$ cat src/rtl/approx_mult_pkg.sv
// Shared types and default constants for the approximate-multiplier error monitor.
package approx_mult_pkg;

  localparam int DEF_PROD_W   = 16;
  localparam int DEF_CNT_W    = 32;
  localparam int DEF_LOW_PCT  = 1;
  localparam int DEF_MED_PCT  = 5;
  localparam int DEF_HIGH_PCT = 10;

  typedef logic signed [DEF_PROD_W-1:0] prod_t;
  typedef logic [DEF_PROD_W:0]          mag_t;

  typedef enum logic [1:0] {BR_LOW, BR_MED, BR_HIGH, BR_SKY} bracket_e;

endpackage

$ cat src/rtl/errmon_bracket_cmp.sv
// Divider-free relative-error classifier: compares d*100 against pct*e for each
// bracket bound and produces the error ratio as a num/den candidate pair.
module errmon_bracket_cmp
  import approx_mult_pkg::*;
#(
  parameter int PROD_W   = DEF_PROD_W,
  parameter int LOW_PCT  = DEF_LOW_PCT,
  parameter int MED_PCT  = DEF_MED_PCT,
  parameter int HIGH_PCT = DEF_HIGH_PCT
) (
  input  logic [PROD_W:0] d,
  input  logic [PROD_W:0] e,
  output bracket_e        bracket,
  output logic [PROD_W:0] cand_num,
  output logic [PROD_W:0] cand_den
);

  // Wide enough for d*100 and pct*e without overflow.
  localparam int SW = PROD_W + 16;

  logic [SW-1:0] d_scaled;
  logic [SW-1:0] low_lim;
  logic [SW-1:0] med_lim;
  logic [SW-1:0] high_lim;

  assign d_scaled = SW'(d) * SW'(100);
  assign low_lim  = SW'(e) * SW'(LOW_PCT);
  assign med_lim  = SW'(e) * SW'(MED_PCT);
  assign high_lim = SW'(e) * SW'(HIGH_PCT);

  // Pick the bracket; a zero exact product is either a perfect match or a 100% error.
  always_comb begin
    bracket  = BR_SKY;
    cand_num = d;
    cand_den = e;
    if (e == '0) begin
      cand_den = (PROD_W+1)'(1);
      if (d == '0) begin
        bracket  = BR_LOW;
        cand_num = '0;
      end else begin
        bracket  = BR_SKY;
        cand_num = (PROD_W+1)'(1);
      end
    end else if (d_scaled < low_lim) begin
      bracket = BR_LOW;
    end else if (d_scaled < med_lim) begin
      bracket = BR_MED;
    end else if (d_scaled < high_lim) begin
      bracket = BR_HIGH;
    end else begin
      bracket = BR_SKY;
    end
  end

endmodule

$ cat src/rtl/approx_mult_err_monitor.sv
// Pipelined error-statistics collector for the approximate log multiplier.
// Stage 1 registers |exp-apx| and |exp|, stage 2 registers the bracket and
// ratio candidate, then the statistics update on the following edge.
// Optional feature: define ERRMON_MAE_EN to add the saturating sae_sum output.
module approx_mult_err_monitor
  import approx_mult_pkg::*;
#(
  parameter int PROD_W   = DEF_PROD_W,
  parameter int CNT_W    = DEF_CNT_W,
  parameter int LOW_PCT  = DEF_LOW_PCT,
  parameter int MED_PCT  = DEF_MED_PCT,
  parameter int HIGH_PCT = DEF_HIGH_PCT
) (
  input  logic              clk,
  input  logic              rst_n,
  input  logic              clr,
  input  logic              in_valid,
  output logic              in_ready,
  input  logic [PROD_W-1:0] exp_prod,
  input  logic [PROD_W-1:0] apx_prod,
  output logic [CNT_W-1:0]  low_cnt,
  output logic [CNT_W-1:0]  med_cnt,
  output logic [CNT_W-1:0]  high_cnt,
  output logic [CNT_W-1:0]  sky_cnt,
  output logic [CNT_W-1:0]  smp_cnt,
  output logic [PROD_W:0]   max_num,
  output logic [PROD_W:0]   max_den,
  output logic              sat,
  output logic              busy
`ifdef ERRMON_MAE_EN
  ,
  output logic [CNT_W+PROD_W-1:0] sae_sum
`endif
);

  localparam int MW = 2 * (PROD_W + 1);
  localparam logic [CNT_W-1:0] CNT_MAX = '1;

  logic            ready_q;
  logic            accept;
  logic [PROD_W:0] exp_ext;
  logic [PROD_W:0] diff;
  logic [PROD_W:0] d_in;
  logic [PROD_W:0] e_in;

  logic            s1_valid;
  logic [PROD_W:0] s1_d;
  logic [PROD_W:0] s1_e;

  bracket_e        cmp_bracket;
  logic [PROD_W:0] cmp_num;
  logic [PROD_W:0] cmp_den;

  logic            s2_valid;
  bracket_e        s2_bracket;
  logic [PROD_W:0] s2_num;
  logic [PROD_W:0] s2_den;

  logic [CNT_W-1:0] low_nxt, med_nxt, high_nxt, sky_nxt, smp_nxt;
  logic [PROD_W:0]  max_num_nxt, max_den_nxt;
  logic [MW-1:0]    cand_cross, max_cross;
  logic             sat_nxt;

  assign in_ready = ready_q & ~clr;
  assign accept   = in_valid & in_ready;
  assign busy     = s1_valid | s2_valid;

  assign exp_ext = {exp_prod[PROD_W-1], exp_prod};
  assign diff    = exp_ext - {apx_prod[PROD_W-1], apx_prod};
  assign d_in    = diff[PROD_W] ? (~diff + (PROD_W+1)'(1)) : diff;
  assign e_in    = exp_ext[PROD_W] ? (~exp_ext + (PROD_W+1)'(1)) : exp_ext;

  // Ready comes up on the first edge after reset is released.
  always_ff @(posedge clk or negedge rst_n) begin
    if (!rst_n) ready_q <= 1'b0;
    else        ready_q <= 1'b1;
  end

  // Stage 1: capture the error magnitude and the exact magnitude of an accepted sample.
  always_ff @(posedge clk or negedge rst_n) begin
    if (!rst_n) begin
      s1_valid <= 1'b0;
      s1_d     <= '0;
      s1_e     <= '0;
    end else begin
      s1_valid <= accept;
      if (accept) begin
        s1_d <= d_in;
        s1_e <= e_in;
      end
    end
  end

  errmon_bracket_cmp #(
    .PROD_W   (PROD_W),
    .LOW_PCT  (LOW_PCT),
    .MED_PCT  (MED_PCT),
    .HIGH_PCT (HIGH_PCT)
  ) u_cmp (
    .d        (s1_d),
    .e        (s1_e),
    .bracket  (cmp_bracket),
    .cand_num (cmp_num),
    .cand_den (cmp_den)
  );

  // Stage 2: hold the classification so the statistics update sees registered values.
  always_ff @(posedge clk or negedge rst_n) begin
    if (!rst_n) begin
      s2_valid   <= 1'b0;
      s2_bracket <= BR_LOW;
      s2_num     <= '0;
      s2_den     <= '0;
    end else begin
      s2_valid <= s1_valid & ~clr;
      if (s1_valid) begin
        s2_bracket <= cmp_bracket;
        s2_num     <= cmp_num;
        s2_den     <= cmp_den;
      end
    end
  end

  assign cand_cross = MW'(s2_num) * MW'(max_den);
  assign max_cross  = MW'(max_num) * MW'(s2_den);

  // Next statistics: saturating bracket/sample counts and cross-multiplied max tracking.
  always_comb begin
    low_nxt     = low_cnt;
    med_nxt     = med_cnt;
    high_nxt    = high_cnt;
    sky_nxt     = sky_cnt;
    smp_nxt     = smp_cnt;
    max_num_nxt = max_num;
    max_den_nxt = max_den;
    if (s2_valid) begin
      if (smp_cnt != CNT_MAX) smp_nxt = smp_cnt + CNT_W'(1);
      case (s2_bracket)
        BR_LOW:  if (low_cnt  != CNT_MAX) low_nxt  = low_cnt  + CNT_W'(1);
        BR_MED:  if (med_cnt  != CNT_MAX) med_nxt  = med_cnt  + CNT_W'(1);
        BR_HIGH: if (high_cnt != CNT_MAX) high_nxt = high_cnt + CNT_W'(1);
        default: if (sky_cnt  != CNT_MAX) sky_nxt  = sky_cnt  + CNT_W'(1);
      endcase
      if (cand_cross > max_cross) begin
        max_num_nxt = s2_num;
        max_den_nxt = s2_den;
      end
    end
    sat_nxt = sat | (low_nxt == CNT_MAX) | (med_nxt == CNT_MAX) | (high_nxt == CNT_MAX)
                  | (sky_nxt == CNT_MAX) | (smp_nxt == CNT_MAX);
  end

  // Statistics registers; clr zeroes everything just like reset.
  always_ff @(posedge clk or negedge rst_n) begin
    if (!rst_n) begin
      low_cnt  <= '0;
      med_cnt  <= '0;
      high_cnt <= '0;
      sky_cnt  <= '0;
      smp_cnt  <= '0;
      max_num  <= '0;
      max_den  <= (PROD_W+1)'(1);
      sat      <= 1'b0;
    end else if (clr) begin
      low_cnt  <= '0;
      med_cnt  <= '0;
      high_cnt <= '0;
      sky_cnt  <= '0;
      smp_cnt  <= '0;
      max_num  <= '0;
      max_den  <= (PROD_W+1)'(1);
      sat      <= 1'b0;
    end else begin
      low_cnt  <= low_nxt;
      med_cnt  <= med_nxt;
      high_cnt <= high_nxt;
      sky_cnt  <= sky_nxt;
      smp_cnt  <= smp_nxt;
      max_num  <= max_num_nxt;
      max_den  <= max_den_nxt;
      sat      <= sat_nxt;
    end
  end

`ifdef ERRMON_MAE_EN
  localparam int SAE_W = CNT_W + PROD_W;

  logic [PROD_W:0] s2_d;
  logic [SAE_W:0]  sae_wide;

  assign sae_wide = {1'b0, sae_sum} + (SAE_W+1)'(s2_d);

  // Carry the error magnitude alongside stage 2 for the absolute-error sum.
  always_ff @(posedge clk or negedge rst_n) begin
    if (!rst_n)        s2_d <= '0;
    else if (s1_valid) s2_d <= s1_d;
  end

  // Saturating sum of absolute errors, updated with the other statistics.
  always_ff @(posedge clk or negedge rst_n) begin
    if (!rst_n)        sae_sum <= '0;
    else if (clr)      sae_sum <= '0;
    else if (s2_valid) sae_sum <= sae_wide[SAE_W] ? '1 : sae_wide[SAE_W-1:0];
  end
`endif

endmodule

$ cat config.mk
export PLATFORM = sky130hd
export DESIGN_NAME = approx_mult_err_monitor
export DESIGN_NICKNAME = d
export VERILOG_FILES = /design/src/rtl/approx_mult_pkg.sv /design/src/rtl/errmon_bracket_cmp.sv /design/src/rtl/approx_mult_err_monitor.sv
export SDC_FILE = /design/constraint.sdc
export NUM_CORES = 2
export LEC_CHECK = 0
export CORE_AREA = 3 3 315 317
export CTS_CLUSTER_SIZE = 16
export DETAILED_ROUTE_END_ITERATION = 8
export DIE_AREA = 0 0 318 320
export PLACE_DENSITY = 0.68
export SLEW_MARGIN = 20
export SYNTH_ARGS = -nofsm -noshare
export SYNTH_HDL_FRONTEND = slang
export SYNTH_SLANG_ARGS = --single-unit
export TNS_END_PERCENT = 30
$ cat constraint.sdc
create_clock -name clk -period 9.85 [get_ports clk]
set_input_delay 1.4775 -clock clk [delete_from_list [all_inputs] [get_ports clk]]
set_output_delay 1.4775 -clock clk [all_outputs]
set_load 0.1 [all_outputs]
==> metrics.md <==
| Metric | Value |
|---|---|
| Hold bufs inserted after CTS | `0` |
| Slowest library cell on the worst path | `dfrtp_1` |
| Overall overflow remaining after global route | `0` |
| Setup skew after layout | `23.2 ps` |
| Final setup violation count | `0` |
| Overall power consumption | `0.00717 W` |
| Relative max-transition margin | `23.9%` |
| Post-Route WL | `107000 microns` |
| Cell taking the most area after synthesis | `fa_1` |
| # Max-Cap Violations | `0` |
| Setup TNS Final | `0 ps` |
| YS warnings | `0` |
| Pins over their slew limit | `0` |
| Clock transition at the registers of the reported paths | `60 ps` |
| Maximum VDD drop | `173 uV` |
| Final setup margin | `463 ps` |
| Synthesized area | `38500 sq um` |
| Clock Root Buffer | `clkbuf_16` |
| Post-layout utilization of the core | `45.0%` |
| Count of final hold-check violations | `0` |
| P&R area growth vs syn | `12.7%` |
| Buffer levels on the longest clock path | `3` |
| Vias per std cell | `5.31` |
| Via count | `31454` |
| Share of the synthesized area in the top cell type | `24.0%` |
| Slew at the pin closest to its max-slew limit | `1140 ps` |
| Drt pass-1 iters | `5` |
| Number of setup buffers added after CTS | `0` |
| Global-route wire length before repair | `175000 microns` |
| Number of flops mapped to enable cells by yosys | `0` |
| Kind of end point of the critical path | `flip-flop` |
| Std-Cell Rows | `114` |
| Most used cells in the layout excluding fill and tap cells | `inv_1 (751), nand2_1 (542), fa_1 (462)` |
| Top Ports | `233` |
| Reg2reg setup slack | `460 ps` |
| Worst min path class | `reg -> reg` |
| Syn Inst Count | `4478` |
| Fillcell total | `9357` |
| Clock tree from TritonCTS | `done` |
| Static leakage | `21.1 nW` |
| Die height | `320 microns` |
| Net count after synthesis | `5395` |
| Worst skew pair latency | `570 ps` |
| Overall fraction of global-route tracks in use | `21.2%` |
| Post-synthesis async set-or-reset flop share | `100%` |
| Horizontal extent of the die | `318 microns` |
| # placed instances | `5864` |
| Most frequent standard cell in the layout excluding fill and tap cells | `inv_1` |
| Main synth FF type | `dfrtp_1` |
| Peak per-stage delay on the critical path | `700 ps` |
| Wire per inst | `18.0 microns` |
| Number of antenna violations at the first check in global routing | `0` |
| Number of distinct standard cells referenced by the synthesized netlist | `87` |
| Data arrival time of the worst path | `9810 ps` |
| Ratio of cells with drive above 1 in the final layout | `3.94%` |
| CTS buffer count | `36` |
| Startpoint kind of the worst setup timing path | `flip-flop` |
| Number of global-route vias before repair | `32090` |
| CP Max Fanout | `28` |
| Non-filler cells, final | `5925` |
| Category of the most critical setup path | `reg -> reg` |
| Number of synthesized register bits | `268` |
| Most frequent cell on the critical path | `fa_1` |
| Mean post-synth cell area | `8.61 sq um` |
| Die Area | `102000 sq um` |
| Run status | `complete, no violations` |
| Core Region | `96600 sq um` |
| Period utilization | `95.3%` |
| Pin count of the biggest net entering global routing | `103` |
| Num Clock Sinks | `268` |
| RSZ-0062 raised after global routing | `no` |
| DP HPWL | `83100 microns` |
| Routability-driven placement congestion ratio | `0.897` |
| Largest cells by area after synthesis | `fa_1 (24%), dfrtp_1 (17%), ha_1 (14%)` |
| H-tree levels | `2` |
| Violation count after the first detailed-route iteration | `2244` |
| Residual DRC | `0` |
| Power per cell area | `165 nW/um^2` |
| Required time of the critical path | `10280 ps` |
| Initial core utilization | `39.9%` |
| Maximum frequency from static timing analysis | `107 MHz` |
| Residual antenna-violating net count after detailed routing | `0` |
| Count of port buffers added during placement | `232` |
| # nets final | `5543` |
| Resized cells post-CTS | `0` |
| Worst slack at placement | `492 ps` |
| Sequential share of the synthesized area | `17.4%` |
| Post-layout minimum cycle time | `9390 ps` |
-- stage by stage --
step,area [sq um],hold WS (ps)
after floorplan,38500,514
after global placement,42200,553
after global routing,43400,605
final,43400,567
after CTS,43400,576
after detailed placement,42200,560
-- layer usage --
metal	vias to the layer above	wire [microns]	track usage, %
li1	14633	-	-
met1	15683	47000	29.2
met2	975	49300	34.3
met3	163	7390	3.62
met4	0	3030	5.88
met5	-	0	0
-- final cells by class --
| type | count | area, sq um | area share [%] |
|---|---|---|---|
| repair buffers | 299 | 2830 | 6.52 |
| well taps | 1276 | 1600 | 3.67 |
| flip-flops and latches | 268 | 6710 | 15.4 |
| clock buffers | 45 | 965 | 2.22 |
| clock inverters | 15 | 255 | 0.587 |
| multi-input cells | 3270 | 28300 | 65.1 |
| diodes | 1 | 2.50 | 0.00576 |
| inverters | 751 | 2820 | 6.49 |
-- path summary, 6_finish.rpt --
check / from / to / cells after the start
max reg2reg: s2_num[5] / max_den[9] / 31
max in group asynchronous: rst_n / low_cnt[8] / 2
max: s2_num[5] / max_den[9] / 31
min reg2reg: high_cnt[31] / high_cnt[31] / 2
min: high_cnt[31] / high_cnt[31] / 2
min in group asynchronous: rst_n / high_cnt[8] / 1
-- Yosys cell counts, types with 114 or more instances --
cell type	instances
xnor2_1	129
and2_1	249
fa_1	462
inv_1	751
clkbuf_1	174
a21oi_1	115
dfrtp_1	267
xor2_1	140
ha_1	419
nand2_1	543
o21ai_0	114
nor2_1	324
-- power breakdown --
part	internal (W)	total (W)	switching (W)
combinational	0.00173	0.00422	0.00249
sequential	0.00118	0.00158	0.000391
clock	0.000810	0.00137	0.000562
total	0.00373	0.00717	0.00344
-- sequential cells by signal, indices dropped and copies added, names as in the netlist --
signal / count
sat: 1
s2_num: 17
sky_cnt: 32
s1_valid: 1
high_cnt: 32
ready_q: 1
low_cnt: 32
smp_cnt: 32
s2_valid: 1
s2_den: 17
max_den: 17
med_cnt: 32
max_num: 17
s2_bracket: 2
s1_e: 17
s1_d: 17
-- kinds of logic (layout without fill, tap and decap cells) --
kind of cell	Yosys count	in the layout	synth area share [%]
AOI/OAI and AO/OA	484	484	8.08
xor gates and xnor gates	269	269	6.11
adders and majority gates	881	881	37.6
buffers and inverters	940	1110	9.33
DFF	268	268	17.4
muxes	61	61	1.65
other	1	2	0.00973
and+or+nand+nor	1574	1574	19.8
-- critical path: cells and delay by family, from the launching register on --
kind,cells,cell delay (ps)
AOI/OAI and AO/OA,10,2530
DFF,1,700
and+or+nand+nor,6,1080
buffers and inverters,5,730
muxes,1,280
xor gates and xnor gates,1,140
adders and majority gates,8,3760
(Power assumes the default switching activity.)
==> edit, RTL diff (config.mk and constraints unchanged) <==
Put one more register stage on the output `low_cnt`, with the module's reset. The value now appears one clock later. The other outputs are not delayed to match.
--- a/src/rtl/approx_mult_err_monitor.sv
+++ b/src/rtl/approx_mult_err_monitor.sv
@@ -38,2 +38,4 @@
 
+  logic [CNT_W-1:0] low_cnt_s0;
+
   logic            ready_q;
@@ -128,3 +130,3 @@
   always_comb begin
-    low_nxt     = low_cnt;
+    low_nxt     = low_cnt_s0;
     med_nxt     = med_cnt;
@@ -138,3 +140,3 @@
       case (s2_bracket)
-        BR_LOW:  if (low_cnt  != CNT_MAX) low_nxt  = low_cnt  + CNT_W'(1);
+        BR_LOW:  if (low_cnt_s0 != CNT_MAX) low_nxt  = low_cnt_s0 + CNT_W'(1);
         BR_MED:  if (med_cnt  != CNT_MAX) med_nxt  = med_cnt  + CNT_W'(1);
@@ -155,3 +157,3 @@
     if (!rst_n) begin
-      low_cnt  <= '0;
+      low_cnt_s0 <= '0;
       med_cnt  <= '0;
@@ -164,3 +166,3 @@
     end else if (clr) begin
-      low_cnt  <= '0;
+      low_cnt_s0 <= '0;
       med_cnt  <= '0;
@@ -173,3 +175,3 @@
     end else begin
-      low_cnt  <= low_nxt;
+      low_cnt_s0 <= low_nxt;
       med_cnt  <= med_nxt;
@@ -206,2 +208,10 @@
 
+  always_ff @(posedge clk or negedge rst_n) begin
+    if (!rst_n) begin
+      low_cnt <= '0;
+    end else begin
+      low_cnt <= low_cnt_s0;
+    end
+  end
+
 endmodule
Function: same outputs for any inputs over 4 cycles, from zero or initial values and one cycle with rst_n low; that may be too few to reach the edited logic, so the function may still have changed.
==> edit against the original RTL <==
Count of clock-buffer cells in the layout grew 5; non-clock buffer count decreased by 27; fmax rose by 2.3%; area after synthesis up 3.3%; utilization increased by 1.2 points; wire length up 2.0%; final area increased by 2.6%; sequential cell count increased by 32; power is 9.7% higher; setup slack better by 0.21 ns.
==> edit: results (changes against the original RTL) <==
<table>
<tr><th>Metric</th><th>Value</th></tr>
<tr><th colspan="2">Global route</th></tr>
<tr><td>Pin count of the biggest net entering global routing</td><td>134 (was 103)</td></tr>
<tr><td>Gr usage total</td><td>0.214 (was 0.212)</td></tr>
<tr><td>Number of global-route vias before repair</td><td>32758 (was 32090)</td></tr>
<tr><td>Number of antenna violations at the first check in global routing</td><td>1 (was 0)</td></tr>
<tr><th colspan="2">Synthesis</th></tr>
<tr><td>Top cells by count, synth</td><td>sky130_fd_sc_hd__inv_1, sky130_fd_sc_hd__nand2_1, sky130_fd_sc_hd__fa_1 (unchanged)</td></tr>
<tr><td>Post-Syn Nets</td><td>5504 (was 5395)</td></tr>
<tr><td>Post-synthesis share of cell area spent on xor and xnor gates</td><td>0.0557 (was 0.0611)</td></tr>
<tr><td>Area share of fa/ha/maj cells after synthesis</td><td>0.364 (was 0.376)</td></tr>
<tr><td>Distinct cell type count of the synthesized netlist</td><td>97 (was 87)</td></tr>
<tr><th colspan="2">Clock network</th></tr>
<tr><td>Total clock buffers created by CTS</td><td>37 (was 36)</td></tr>
<tr><th colspan="2">Worst setup path</th></tr>
<tr><td>Maximum single-stage delay on the critical path</td><td>1.04 ns (was 0.70 ns)</td></tr>
<tr><td>Data arrival time of the critical path</td><td>9.66 ns (was 9.81 ns)</td></tr>
<tr><td>CP Max Fanout</td><td>54 (was 28)</td></tr>
<tr><th colspan="2">Finish</th></tr>
<tr><td>Total inserted antenna cells</td><td>0 (was 1)</td></tr>
<tr><td>Number of nets in the layout</td><td>5629 (was 5543)</td></tr>
<tr><th colspan="2">Routing</th></tr>
<tr><td>Wire length reported by the detailed router</td><td>109000 microns (was 107000 microns)</td></tr>
<tr><td>First drt pass iteration count</td><td>6 (was 5)</td></tr>
<tr><td>Via count normalized by instance count</td><td>5.35 (was 5.31)</td></tr>
<tr><td>Number of violations reported at the end of detailed-routing iteration 0</td><td>1942 (was 2244)</td></tr>
<tr><th colspan="2">Placed design</th></tr>
<tr><td>Placed instance area</td><td>43300 sq um (was 42200 sq um)</td></tr>
<tr><td>Post-placement setup slack</td><td>0.859 ns (was 0.492 ns)</td></tr>
<tr><td>Cell count after placement</td><td>5949 (was 5864)</td></tr>
<tr><td>Final RePlAce weighted congestion</td><td>0.895 (was 0.897)</td></tr>
<tr><th colspan="2">Power</th></tr>
<tr><td>LEAKAGE</td><td>21.4 nW (was 21.1 nW)</td></tr>
<tr><td>Worst-case vdd ir drop</td><td>0.000404 V (was 0.000173 V)</td></tr>
<tr><th colspan="2">Timing</th></tr>
<tr><td>Slew at the pin with the worst max-slew slack</td><td>1.14 ns (about the same)</td></tr>
<tr><th colspan="2">Status</th></tr>
<tr><td>Run status</td><td>completed (unchanged)</td></tr>
</table>
[edit: changes by cell type after synthesis, sizes merged, moves of 8 or more]
cell   delta
xnor2    -19
or3      +21
nor2b    +12
mux2i    -34
dfrtp    +32
nor3      -8
nor2     -47
nand2    +27
o21ai    +34
a21oi    +37
nor4     +11
or3b     +17
[edit: where the power goes]
group	total (mW)	internal, mW	switching, mW
clock	1.41	0.818	0.589
sequential	1.75	1.32	0.439
combinational	4.70	1.84	2.86
[edit: final timing paths]
check	cells after the start	end	slack [ns]	startpoint
max	32	max_den[6]	0.67	max_den[9]
min	0	low_cnt[31]	0.44	low_cnt_s0[31]
max reg2reg	32	max_den[6]	0.67	max_den[9]
min reg2reg	0	low_cnt[31]	0.44	low_cnt_s0[31]
max in group asynchronous	2	med_cnt[16]	7.34	rst_n
min in group asynchronous	1	low_cnt[1]	1.01	rst_n
[edit: cell families (layout without fill, tap and decap cells)]
logic type,after synthesis,after routing
other cells,1,1
xor+xnor,253,253
fa+ha+maj,881,881
buf+inv,931,1085
compound gates,561,561
flops,300,300
mux,26,26
simple gates,1634,1634
[edit: layout make-up]
type / count / area (sq um)
inverters: 745 / 2800
clock buffers: 50 / 1010
clock inverters: 18 / 235
fillers: 9313 / 52000
repair buffers: 272 / 2640
well taps: 1276 / 1600
flip-flops and latches: 300 / 7510
multi-input cells: 3356 / 28800
[edit: metal layers]
layer  track usage  part of all wire  vias to the layer above
li1              -                 -                    15088
met1         0.287              0.43                    16013
met2         0.363              0.48                      941
met3        0.0358             0.068                      133
met4        0.0502             0.022                        2
met5             0          0.000064                        -
